==> src/rtl/cmd_issuer.sv <==
// Command issuer: buffers host commands in a small FIFO and drives them to the unit
// one at a time, handling ATLOC arrival/timeout and a NOOP guard after RESET/SHUTDOWN.
module cmd_issuer #(
    parameter int DEPTH   = 4,
    parameter int TIMEOUT = 16,
    parameter int GUARD   = 2
) (
    input  logic                    clk,
    input  logic                    rst_n,
    // Host handshake: a command is taken on any rising edge where cmd_valid and
    // cmd_ready are both high; the host holds the operands stable until then.
    input  logic                    cmd_valid,
    output logic                    cmd_ready,
    input  logic [3:0]              cmd_opcode,
    input  logic [7:0]              cmd_data,
    input  logic [15:0]             cmd_loc,
    output logic [3:0]              opcode,
    output logic [7:0]              DataIn,
    output logic [15:0]             LocIn,
    input  logic [7:0]              DataOut,
    output logic                    done,
    output logic [1:0]              done_status,
    output logic                    busy,
    output logic [$clog2(DEPTH):0]  fifo_count,
    output logic [1:0]              dbg_state_o
);

    localparam int AW  = (DEPTH > 1) ? $clog2(DEPTH) : 1;
    localparam int CW  = $clog2(DEPTH) + 1;
    localparam int WCW = (TIMEOUT > 1) ? $clog2(TIMEOUT + 1) : 1;
    localparam int GCW = (GUARD > 1) ? $clog2(GUARD + 1) : 1;

    localparam logic [WCW-1:0] WAIT_LAST  = WCW'(TIMEOUT - 1);
    localparam logic [GCW-1:0] GUARD_LAST = GCW'(GUARD - 1);
    localparam logic [CW-1:0]  FULL_CNT   = CW'(DEPTH);

    localparam logic [3:0] OP_NOOP     = 4'b0000;
    localparam logic [3:0] OP_ATLOC    = 4'b1010;
    localparam logic [3:0] OP_RESET    = 4'b1100;
    localparam logic [3:0] OP_SHUTDOWN = 4'b1101;

    localparam logic [1:0] ST_OK      = 2'b00;
    localparam logic [1:0] ST_ARRIVED = 2'b01;
    localparam logic [1:0] ST_TIMEOUT = 2'b10;
    localparam logic [1:0] ST_ILLEGAL = 2'b11;

    typedef enum logic [1:0] {S_IDLE, S_ISSUE, S_WAIT, S_GUARD} state_t;

    typedef struct packed {
        logic [3:0]  op;
        logic [7:0]  data;
        logic [15:0] loc;
    } entry_t;

    function automatic logic is_legal(input logic [3:0] op);
        case (op)
            4'b0000, 4'b0100, 4'b0101, 4'b0110, 4'b0111,
            4'b1000, 4'b1001, 4'b1010, 4'b1100, 4'b1101: is_legal = 1'b1;
            default:                                     is_legal = 1'b0;
        endcase
    endfunction

    entry_t          mem_q [DEPTH];
    logic [AW-1:0]   wr_ptr_q, rd_ptr_q;
    logic [CW-1:0]   count_q;
    logic            ready_en_q;

    state_t          state_q, state_d;
    logic [3:0]      opcode_q, opcode_d;
    logic [7:0]      data_q, data_d;
    logic [15:0]     loc_q, loc_d;
    logic            done_q, done_d;
    logic [1:0]      status_q, status_d;
    logic [WCW-1:0]  wait_cnt_q, wait_cnt_d;
    logic [GCW-1:0]  guard_cnt_q, guard_cnt_d;

    logic            push, pop, empty, arrived;
    entry_t          head;
    logic            unused_dataout;

    assign unused_dataout = ^DataOut[7:1];
    assign arrived        = DataOut[0];
    assign empty          = (count_q == '0);
    assign head           = mem_q[rd_ptr_q];

    // ready_en_q keeps the host out until the first edge after reset release.
    assign cmd_ready = ready_en_q && (count_q < FULL_CNT);
    assign push      = cmd_valid && cmd_ready;

    always_ff @(posedge clk) begin
        if (push) begin
            mem_q[wr_ptr_q] <= '{op: cmd_opcode, data: cmd_data, loc: cmd_loc};
        end
    end

    always_ff @(posedge clk or negedge rst_n) begin
        if (!rst_n) begin
            wr_ptr_q    <= '0;
            rd_ptr_q    <= '0;
            count_q     <= '0;
            ready_en_q  <= 1'b0;
            state_q     <= S_IDLE;
            opcode_q    <= OP_NOOP;
            data_q      <= '0;
            loc_q       <= '0;
            done_q      <= 1'b0;
            status_q    <= ST_OK;
            wait_cnt_q  <= '0;
            guard_cnt_q <= '0;
        end else begin
            ready_en_q  <= 1'b1;
            if (push) wr_ptr_q <= wr_ptr_q + AW'(1);
            if (pop)  rd_ptr_q <= rd_ptr_q + AW'(1);
            if (push && !pop)      count_q <= count_q + CW'(1);
            else if (pop && !push) count_q <= count_q - CW'(1);
            state_q     <= state_d;
            opcode_q    <= opcode_d;
            data_q      <= data_d;
            loc_q       <= loc_d;
            done_q      <= done_d;
            status_q    <= status_d;
            wait_cnt_q  <= wait_cnt_d;
            guard_cnt_q <= guard_cnt_d;
        end
    end

    always_comb begin
        state_d     = state_q;
        opcode_d    = OP_NOOP;
        data_d      = '0;
        loc_d       = '0;
        done_d      = 1'b0;
        status_d    = ST_OK;
        wait_cnt_d  = wait_cnt_q;
        guard_cnt_d = guard_cnt_q;
        pop         = 1'b0;
        case (state_q)
            S_IDLE: begin
                if (!empty) begin
                    if (is_legal(head.op)) begin
                        pop      = 1'b1;
                        state_d  = S_ISSUE;
                        opcode_d = head.op;
                        data_d   = head.data;
                        loc_d    = head.loc;
                    end else if (!done_q) begin
                        // An illegal head waits one cycle if a done is already showing,
                        // so done pulses are always separated by a low cycle.
                        pop      = 1'b1;
                        done_d   = 1'b1;
                        status_d = ST_ILLEGAL;
                    end
                end
            end
            S_ISSUE: begin
                if (opcode_q == OP_ATLOC) begin
                    if (arrived) begin
                        state_d  = S_IDLE;
                        done_d   = 1'b1;
                        status_d = ST_ARRIVED;
                    end else begin
                        state_d    = S_WAIT;
                        wait_cnt_d = '0;
                        opcode_d   = opcode_q;
                        data_d     = data_q;
                        loc_d      = loc_q;
                    end
                end else if (opcode_q == OP_RESET || opcode_q == OP_SHUTDOWN) begin
                    state_d     = S_GUARD;
                    guard_cnt_d = '0;
                    done_d      = 1'b1;
                end else begin
                    state_d = S_IDLE;
                    done_d  = 1'b1;
                end
            end
            S_WAIT: begin
                // Arrival is checked before timeout so a late arrival still wins.
                if (arrived) begin
                    state_d  = S_IDLE;
                    done_d   = 1'b1;
                    status_d = ST_ARRIVED;
                end else if (wait_cnt_q == WAIT_LAST) begin
                    state_d  = S_IDLE;
                    done_d   = 1'b1;
                    status_d = ST_TIMEOUT;
                end else begin
                    wait_cnt_d = wait_cnt_q + WCW'(1);
                    opcode_d   = opcode_q;
                    data_d     = data_q;
                    loc_d      = loc_q;
                end
            end
            S_GUARD: begin
                if (guard_cnt_q == GUARD_LAST) state_d = S_IDLE;
                else                           guard_cnt_d = guard_cnt_q + GCW'(1);
            end
            default: state_d = S_IDLE;
        endcase
    end

    assign opcode      = opcode_q;
    assign DataIn      = data_q;
    assign LocIn       = loc_q;
    assign done        = done_q;
    assign done_status = status_q;
    assign busy        = (state_q != S_IDLE);
    assign fifo_count  = count_q;
    assign dbg_state_o = state_q;

endmodule

==> config.mk <==
export PLATFORM = sky130hd
export DESIGN_NAME = cmd_issuer
export DESIGN_NICKNAME = d
export VERILOG_FILES = /design/src/rtl/cmd_issuer.sv
export SDC_FILE = /design/constraint.sdc
export NUM_CORES = 1
export LEC_CHECK = 0
export ABC_AREA = 1
export ABC_CLOCK_PERIOD_IN_PS = 2600
export CORE_MARGIN = 4
export CORE_UTILIZATION = 50
export DETAILED_ROUTE_END_ITERATION = 10
export PLACE_DENSITY_LB_ADDON = 0.12
export SYNTH_ARGS = -nofsm -noshare
export SYNTH_HDL_FRONTEND = slang
export SYNTH_SLANG_ARGS = --single-unit
export TNS_END_PERCENT = 100
==> constraint.sdc <==
create_clock -name clk -period 2.6 [get_ports clk]
set_clock_uncertainty 0.1 [all_clocks]
set_input_delay 0.39 -clock clk [delete_from_list [all_inputs] [get_ports clk]]
set_output_delay 0.39 -clock clk [all_outputs]
set_load 0.1 [all_outputs]
==> flow_summary.toml, run 1 <==
[run_status]
outcome = "finished clean"

[synth]
ys_warn_count = 0
ys_seq_area_share_pct = 71.6
syn-instance-count = 529
synthTopCellsByArea = "edfxtp_1 53%, dfrtp_1 19%, nand2_1 5.3%"
yosysTopAreaCell = "edfxtp_1"
synthFlopType = "edfxtp_1"
synth_commonest_cells = "112 x edfxtp_1, 90 x nand2_1, 59 x o21ai_0"
synth_top_area_share_pct = 52.7
synth.cell_area_sq_mm = 0.00638
synth-seq-cells = 160
yosysMostFrequentCell = "edfxtp_1"
syn_nets = 577
syn_area_per_cell_sq_um = 12.1
synth_cell_types = 29
synth_edf_count = 112
synthArstFlopShare_pct = 30.0

[worst_setup_path]
endpoint_kind = "flip-flop"
crit_arrival_ns = 2.73
rr_startpoint = "rd_ptr_q[0]"
start_kind = "flip-flop"
critPathLaunch = "rd_ptr_q[0]"
cp_data_required_time_ns = 2.80
critical_path_class = "reg2reg"
cp_max_fo = 5

[placement]
place_hpwl_um = 8050
placed_area_sq_mm = 0.00731
io_buffers = 69
gp_congestion = 0.813
dp_cells = 759

[finish]
fin_cells = 797
fillCellCount = 957
nets = 664
area_growth_pct = 25.5
fin_area_sq_mm = 0.00800
post_route_cells_drive_above_1_share_pct = 19.9
diodes = 0
multiInputGateArea_sq_mm = 0.00166
regArea_sq_mm = 0.00458

[clock_tree]
cts_tree = "built"
cts_root_buf = "clkbuf_16"
cts.sinks = 160
h-tree-depth = 4
clk_pin_slew_worst_paths_ns = 0.06
cts_made_buffers = 17
clockBufferDepth = 2
insertion_delay_ns = 0.42

[pwr]
p_per_area_mw_per_mm2 = 1280
p_clk_share_pct = 23.9
p_seq_share_pct = 32.8
p_sw_share_pct = 42.7
p_int_w = 0.00587
ir_worst_vdd_mv = 0.638
netSwitchingPower_w = 0.00437
combPwrFrac_pct = 43.3
p_leak_nw = 3.20

[detailed_routing]
met1Wirelength_um = 5860
ant_nets = 0
wl_met3_um = 908
drc_errors = 0
drt_iter0_markers = 323
firstDrtPassIters = 5
vias_per_cell = 5.38
routedWlPerCell_um = 17.5
routed.top_layer = "met4"
drt_wl_total_um = 14000
vias = 4290
wl_met2_um = 6870

[timing]
fin_tns_setup_ns = 0
fin_crit_sh_pct = 97.0
drv_slew = 0
tightest_slew_ns = 0.711
relSlewSlack_pct = 52.6
finalHoldViolations = 0
timing.hold.ws_ns = 0.383
max_freq_mhz = 396
finalSetupViolCount = 0
post-route-min-period_ns = 2.52

[floorplan]
die_h_um = 121
die_w_um = 121
initial_core_util_pct = 52.0
row_count = 40
die_area_sq_mm = 0.0146
io_pins = 77
coreArea_sq_mm = 0.0123

[global_routing]
grt_usage_pct = 20.1
grt_pass1_wl_um = 22200
grt_max_degree = 50
globalRouteOverflowTotal = 0
grt_pass1_vias = 4330
antenna_found_initial = 0

[flow_run]
max-cap-violations = 0

[min_path]
hold_path.startpoint = "DataIn[5]"
hp-class = "reg2reg"
-- power by group through the flow --
stage	clock network, W	logic (W)	registers [W]
global placement	0	0.00419	0.00337
detailed placement	0	0.00425	0.00339
floorplan	0	0.00211	0.00449
global route	0.00260	0.00479	0.00340
CTS	0.00247	0.00428	0.00334
finish	0.00245	0.00443	0.00336
-- what timing repair did --
action,CTS,global route
buffers inserted,0,4
gates resized for setup,0,15
hold buffers,1,0
setup endpoints to repair,0,2
hold endpoints to repair,27,0
-- cell families (layout without fill, tap and decap cells) --
| logic type | after synthesis | count (layout) | synth area share [%] |
|---|---|---|---|
| xor+xnor | 4 | 4 | 0.550 |
| buf+inv | 55 | 155 | 4.00 |
| fa+ha+maj | 9 | 9 | 1.88 |
| compound gates | 94 | 94 | 7.97 |
| simple gates | 205 | 205 | 13.8 |
| other cells | 1 | 1 | 0.0588 |
| mux | 1 | 1 | 0.177 |
| flops | 160 | 160 | 71.6 |
-- per-stage QoR --
| step | power, W | util, % | setup slack [ns] |
|---|---|---|---|
| floorplan | 0.00659 | - | -0.355 |
| global placement | 0.00756 | 59.6 | 0.132 |
| detailed placement | 0.00764 | 59.6 | 0.0594 |
| CTS | 0.0101 | 64.4 | 0.00333 |
| global route | 0.0108 | 65.2 | -0.0172 |
| finish | 0.0102 | 65.2 | 0.0768 |
-- area by class of cell --
class / instances / area share (%)
well taps: 168 / 2.63
inverters: 31 / 1.56
clock buffers: 19 / 5.41
repair buffers: 92 / 10.7
multi-input cells: 314 / 20.7
clock inverters: 13 / 1.81
flip-flops and latches: 160 / 57.2
-- routing by layer --
| metal | global-route usage, % | up-vias |
|---|---|---|
| met5 | 0 | - |
| met4 | 7.86 | 0 |
| met3 | 6.20 | 27 |
| met1 | 25.4 | 2104 |
| met2 | 32.4 | 137 |
| li1 | - | 2022 |
-- layout by cell type, fill, tap and decap left out, types with 8 or more instances in the layout --
cell type and n:
o21ai_0 58, inv_1 23, dfrtp_1 43, nand2_1 85
nor2_1 51, nand2_2 8, clkbuf_16 18, clkdlybuf4s50_1 30
buf_4 53, o22ai_1 27, nand3_1 41, edfxtp_1 112
-- critical path: stages (launching register included) --
cell     delay [ns]
dfrtp_2        0.47
buf_8          0.15
nand2_1        0.09
nand3_2        0.09
nand2_2        0.09
nand2_1        0.07
nand2_1        0.10
nand2_2        0.09
nand2_4        0.09
nand2_4        0.05
nand2_4        0.07
inv_2          0.04
ha_4           0.15
inv_4          0.06
fa_2           0.41
mux2_4         0.27
-- final timing paths --
check	cells past startpoint	end	slack, ns
min in group asynchronous	2	opcode[1]	0.46
max in group asynchronous	3	LocIn[8]	1.28
setup reg to reg	15	fifo_count[1]	0.08
setup / recovery	15	fifo_count[1]	0.08
hold reg to reg	2	DataIn[5]	0.38
hold / removal	2	DataIn[5]	0.38
-- flip-flops by register name (all words and copies together), names as in the netlist --
signal,flops
DataIn,8
LocIn,16
dbg_state_o,2
done,1
done_status,2
fifo_count,3
guard_cnt_q,2
mem_q,112
opcode,4
rd_ptr_q,2
ready_en_q,1
wait_cnt_q,5
wr_ptr_q,2
Note: power is estimated with default switching activity, not from simulation.
==> run 2: changes to the inputs <==
--- a/config.mk
+++ b/config.mk
@@ -5,12 +5,12 @@
 export SDC_FILE = /design/constraint.sdc
 export NUM_CORES = 1
 export LEC_CHECK = 0
-export ABC_AREA = 1
 export ABC_CLOCK_PERIOD_IN_PS = 2600
 export CORE_MARGIN = 4
 export CORE_UTILIZATION = 50
 export DETAILED_ROUTE_END_ITERATION = 10
 export PLACE_DENSITY_LB_ADDON = 0.12
+export REMOVE_ABC_BUFFERS = 1
 export SYNTH_ARGS = -nofsm -noshare
 export SYNTH_HDL_FRONTEND = slang
 export SYNTH_SLANG_ARGS = --single-unit
==> constraint.sdc (replaced) <==
create_clock -name clk -period 2.6 [get_ports clk]
set_clock_uncertainty 0.1 [all_clocks]
set_input_delay 0.26 -clock clk [delete_from_list [all_inputs] [get_ports clk]]
set_output_delay 0.26 -clock clk [all_outputs]
set_load 0.1 [all_outputs]
==> flow_summary.toml, run 2 <==
[run_status]
outcome = "finished, violations left"
violations = "negative setup slack"

[worst_setup_path]
crit_chain = "mux4_2 -> nor2b_4 -> a221o_1 -> o21ai_1 -> ha_2 -> inv_2 -> fa_2 -> xor2_1 -> nor2_1 -> xor2_1"
cp_data_required_time_ns = 2.84
crit_arrival_ns = 2.94
cp_max_fo = 5
crit_top_cell = "xor2_1"
rr_startpoint = "rd_ptr_q[0]"
critical_path_class = "reg2reg"
endpoint_kind = "flip-flop"
start_kind = "flip-flop"
critPathLaunch = "rd_ptr_q[0]"
slowest_delay_ns = 0.54
cpMaxStageDelayCell = "mux4_2"

[timing]
finalHoldViolations = 0
finalSetupViolCount = 2
rsz0062_at_grt = "true"
post-route-min-period_ns = 2.71
setup_slack_ns = -0.109
drv_slew = 0
fin_crit_sh_pct = 104
max_freq_mhz = 369
timing.hold.ws_ns = 0.129

[synth]
synth-seq-cells = 160
ys_seq_area_share_pct = 72.0
synthFlopType = "edfxtp_1"
synth_top_area_share_pct = 53.0
synthAdderAreaFrac_pct = 1.89
synth_commonest_cells = "112 x edfxtp_1, 48 x dfrtp_1, 29 x mux4_2"
synthMuxAreaShare_pct = 11.5
synth_cell_types = 42
ys_warn_count = 0
synth_top_family_by_area = "multiplexers"
syn-instance-count = 343
synthTopCellsByArea = "edfxtp_1 53%, dfrtp_1 19%, mux4_2 10%"
synth-simple-area-share_pct = 4.26
synth_edf_count = 112
yosysTopAreaCell = "edfxtp_1"
synthArstFlopShare_pct = 30.0
synth-xor-area-share_pct = 0.967
syn_area_per_cell_sq_um = 18.5
synth-compound-area-share_pct = 7.12
synth.cell_area_sq_mm = 0.00634
yosysMostFrequentCell = "edfxtp_1"

[clock_tree]
insertion_delay_ns = 0.41
clk_pin_slew_worst_paths_ns = 0.06
h-tree-depth = 4
cts_made_buffers = 17
cts_tree = "built"
cts.sinks = 160
cts_root_buf = "clkbuf_16"
clockBufferDepth = 2

[global_routing]
grt_pass1_wl_um = 19600
grt_pass1_vias = 3653
antenna_found_initial = 0
globalRouteOverflowTotal = 0
grt_max_degree = 32
grt_usage_pct = 18.1

[finish]
post_route_cells_drive_above_1_share_pct = 30.1
largest_reg_flops = 112
multiInputGateArea_sq_mm = 0.00165
nets = 494
final_common_cell = "edfxtp_1"
fillCellCount = 905
fin_util_pct = 64.5
fin_area_sq_mm = 0.00788
regMostFlops = "mem_q"
final_cell_mix = "112 x edfxtp_1, 69 x buf_4, 47 x dfrtp_1, 30 x clkdlybuf4s50_1, 29 x mux4_2"
fin_cells = 627
area_growth_pct = 24.2
diodes = 0
regArea_sq_mm = 0.00457

[detailed_routing]
drc_errors = 0
ant_nets = 0
vias = 3480
firstDrtPassIters = 4
drt_wl_total_um = 12200
routedWlPerCell_um = 19.5
vias_per_cell = 5.55
drt_iter0_markers = 277

[placement]
placed_area_sq_mm = 0.00726
gp_congestion = 0.760
io_buffers = 69
dp_cells = 591
place_hpwl_um = 7460

[pwr]
p_leak_nw = 2.96
power_w = 0.0101
p_per_area_mw_per_mm2 = 1280
ir_worst_vdd_mv = 0.702

[floorplan]
row_count = 40
io_pins = 77
coreArea_sq_mm = 0.0122
die_w_um = 121
die_h_um = 121
die_area_sq_mm = 0.0145
initial_core_util_pct = 51.9

[flow_run]
max-cap-violations = 0

[min_path]
hp-class = "in2async"
==> run 2: cell count changes after synthesis, moves of 16 or more <==
cell,before,now
mux4_2,0,29
nand3_1,43,0
nor2_1,57,9
inv_1,26,10
nand2_1,90,10
a32o_1,0,28
o22ai_1,27,1
o21ai_0,59,9
==> run 2: cell families after synthesis <==
| logic type | after synthesis |
|---|---|
| multiplexers | 36 |
| buffers and inverters | 28 |
| AO/OA/AOI/OAI | 53 |
| flip-flops | 160 |
| XOR/XNOR | 7 |
| AND/OR/NAND/NOR | 49 |
| other | 1 |
| adder cells (fa/ha/maj) | 9 |
==> run 2: worst paths after layout <==
path | depth (start not counted) | slack [ns] | end
worst min register to register | 1 | 0.40 | LocIn[5]
min in group clk | 1 | 0.38 | mem_q[0][17]
max in group asynchronous | 3 | 1.65 | rd_ptr_q[0]
worst min-delay path | 2 | 0.13 | wait_cnt_q[2]
worst max-delay path | 10 | -0.11 | fifo_count[2]
worst max register to register | 10 | -0.11 | fifo_count[2]
==> run 2: final cells by class <==
| class | count | area share (%) |
|---|---|---|
| clock buffer | 23 | 5.81 |
| clock inverter | 9 | 1.37 |
| inverter | 10 | 0.476 |
| multi-input combinational | 155 | 21.0 |
| sequential | 160 | 58.0 |
| tap | 168 | 2.67 |
| timing repair buffer | 102 | 10.7 |
==> run 2: report_power, final <==
group / internal (W) / total (W) / switching (W)
clock network: 0.00144 / 0.00237 / 0.000926
logic: 0.00154 / 0.00435 / 0.00281
registers: 0.00315 / 0.00340 / 0.000252
total: 0.00613 / 0.0101 / 0.00399
==> run 2: per-layer routing <==
layer	wire length [um]	vias to the layer above	track usage, %
li1	-	1589	-
met1	5300	1808	23.6
met2	6280	68	29.7
met3	518	15	5.05
met4	138	0	5.67
met5	0	-	0
==> run 2: worst max-delay path, delay by kind of cell, from the launching register on <==
kind,cells,cell delay (ns)
mux,1,0.54
fa+ha+maj,2,0.53
compound gates,2,0.45
flops,1,0.44
xor+xnor,2,0.30
simple gates,2,0.26
buf+inv,1,0.04
==> run 2: through the flow <==
step | setup WS [ns] | TNS (ns)
2_1_floorplan | -1.71 | -163.26
3_3_place_gp | -0.165 | -0.325
3_5_place_dp | -0.269 | -0.529
4_1_cts | -0.167 | -0.311
5_1_grt | -0.211 | -0.404
6_report | -0.109 | -0.197
==> run 2: what timing repair did <==
item                                    CTS  global route
endpoints found under the setup margin    2             2
setup buffers                             2             1
pin swaps                                 2             4
hold endpoints to repair                 48             0
hold buffers                              1             0
resized for setup                         5             3
==> run 3: changes to the inputs <==
--- a/config.mk
+++ b/config.mk
@@ -10,6 +10,7 @@
 export CORE_UTILIZATION = 50
 export DETAILED_ROUTE_END_ITERATION = 10
 export PLACE_DENSITY_LB_ADDON = 0.12
+export RECOVER_POWER = 25
 export REMOVE_ABC_BUFFERS = 1
 export SYNTH_ARGS = -nofsm -noshare
 export SYNTH_HDL_FRONTEND = slang
==> flow_summary.toml, run 3 (synthesis results as in run 2) <==
[timing]
timing.hold.ws_ns = 0.220
rsz0062_at_grt = "true"
finalHoldViolations = 0
drv_slew = 0
max_freq_mhz = 369
finalSetupViolCount = 2
post-route-min-period_ns = 2.71
setup_slack_ns = -0.108
fin_crit_sh_pct = 104

[global_routing]
grt_pass1_wl_um = 19600
busiest_layer = "met2"
globalRouteOverflowTotal = 0
grt_max_degree = 32
grt_pass1_vias = 3653
antenna_found_initial = 1
met1_usage_pct = 23.6
grt_usage_pct = 18.1
grt_util_met3_pct = 5.05
met2_usage_pct = 29.7

[finish]
final_cell_mix = "112 x edfxtp_1, 69 x buf_4, 47 x dfrtp_1, 29 x mux4_2, 28 x a32o_1"
fillCellCount = 905
regArea_sq_mm = 0.00457
nets = 494
area_growth_pct = 24.2
final_common_cell = "edfxtp_1"
fin_area_sq_mm = 0.00788
diodes = 0
post_route_cells_drive_above_1_share_pct = 29.8
largest_reg_flops = 112
multiInputGateArea_sq_mm = 0.00165
regMostFlops = "mem_q"

[floorplan]
io_pins = 77
initial_core_util_pct = 51.9
coreArea_sq_mm = 0.0122
die_h_um = 121
die_area_sq_mm = 0.0145
row_count = 40
die_w_um = 121

[run_status]
outcome = "finished, violations left"
violations = "negative setup slack"

[detailed_routing]
drc_errors = 0
routedWlPerCell_um = 19.5
drt_iter0_markers = 276
ant_nets = 0
firstDrtPassIters = 4
vias_per_cell = 5.56
drt_wl_total_um = 12200
vias = 3487

[placement]
placed_area_sq_mm = 0.00726
io_buffers = 69
gp_congestion = 0.760
place_hpwl_um = 7460

[clock_tree]
cts.sinks = 160
h-tree-depth = 4
cts_tree = "built"
clockBufferDepth = 2
cts_root_buf = "clkbuf_16"
clk_pin_slew_worst_paths_ns = 0.06
insertion_delay_ns = 0.41
cts_made_buffers = 17

[worst_setup_path]
crit_chain = "mux4_2 -> nor2b_4 -> a221o_1 -> o21ai_1 -> ha_2 -> inv_2 -> fa_2 -> xor2_1 -> nor2_1 -> xor2_1"
critical_path_class = "reg2reg"
reg2regPathDepth = 10
cpMaxStageDelayCell = "mux4_2"
cp_max_fo = 5
crit_top_cell = "xor2_1"
timing.rr.end = "fifo_count[2]"
rr_startpoint = "rd_ptr_q[0]"
endpoint_kind = "flip-flop"
crit_arrival_ns = 2.94
cp_data_required_time_ns = 2.84
slowest_delay_ns = 0.54
r2r_slack_ns = -0.11
start_kind = "flip-flop"

[pwr]
p_int_w = 0.00612
p_per_area_mw_per_mm2 = 1280
combPwrFrac_pct = 43.0
ir_worst_vdd_mv = 0.702
p_sw_share_pct = 39.5
p_seq_share_pct = 33.6
p_leak_nw = 2.96
p_clk_share_pct = 23.4
netSwitchingPower_w = 0.00399

[min_path]
hp-class = "in2async"

[flow_run]
max-cap-violations = 0
==> run 3: cell count changes in the layout (fill, tap and decap cells not counted) <==
cell	before	now
buf_2	1	0
clkbuf_1	5	6
clkdlybuf4s50_1	30	8
dlygate4sd3_1	1	23
==> run 3: cell type report <==
type	count	area share, %
clock buffers	23	5.81
inverters	10	0.477
clock inverters	9	1.37
multi-input cells	155	21.0
well taps	168	2.67
repair buffers	102	10.7
flip-flops and latches	160	58.0
==> run 3: critical path, delay by kind of cell (launching register included) <==
| family | cells | cell delay, ns |
|---|---|---|
| muxes | 1 | 0.54 |
| adders and majority gates | 2 | 0.53 |
| AOI/OAI and AO/OA | 2 | 0.45 |
| DFF | 1 | 0.44 |
| xor gates and xnor gates | 2 | 0.30 |
| and+or+nand+nor | 2 | 0.26 |
| buffers and inverters | 1 | 0.04 |
==> run 3: layer usage <==
metal / share of wire (%) / wire length, um
met1: 44 / 5320
met3: 3.9 / 472
met5: 0.12 / 15
met2: 51 / 6280
met4: 1.1 / 138
==> run 3: timing repair <==
action / CTS / global route
pin swaps: 2 / 4
gates resized for setup: 5 / 3
buffers inserted: 2 / 1
setup endpoints to repair: 2 / 2
hold buffers: 1 / 0
hold endpoints to repair: 48 / 0
==> run 3: stage by stage <==
step	worst slack (ns)	power [W]	utilization [%]	cells	setup TNS [ns]
finish	-0.108	0.0101	64.5	627	-0.195
global route	-0.211	0.0106	64.5	627	-0.404
CTS	-0.167	0.0102	64.3	626	-0.311
detailed placement	-0.269	0.00775	59.4	591	-0.529
global placement	-0.165	0.00766	59.4	591	-0.325
floorplan	-1.71	0.00652	-	325	-163.26
==> run 3: power by group through the flow <==
stage | clock [W] | sequential (W) | combinational [W]
finish | 0.00237 | 0.00340 | 0.00434
global route | 0.00256 | 0.00345 | 0.00461
CTS | 0.00242 | 0.00341 | 0.00435
detailed placement | 0 | 0.00346 | 0.00429
global placement | 0 | 0.00343 | 0.00423
floorplan | 0 | 0.00487 | 0.00166
==> run 3: how the worst max path moves through the flow <==
stage | startpoint | end | cells after the start
CTS | rd_ptr_q[0] | fifo_count[2] | 10
finish | rd_ptr_q[0] | fifo_count[2] | 10
floorplan | rd_ptr_q[0] | fifo_count[1] | 8
detailed placement | rd_ptr_q[0] | fifo_count[1] | 9
global placement | rd_ptr_q[0] | fifo_count[2] | 10
global route | rd_ptr_q[0] | fifo_count[2] | 10
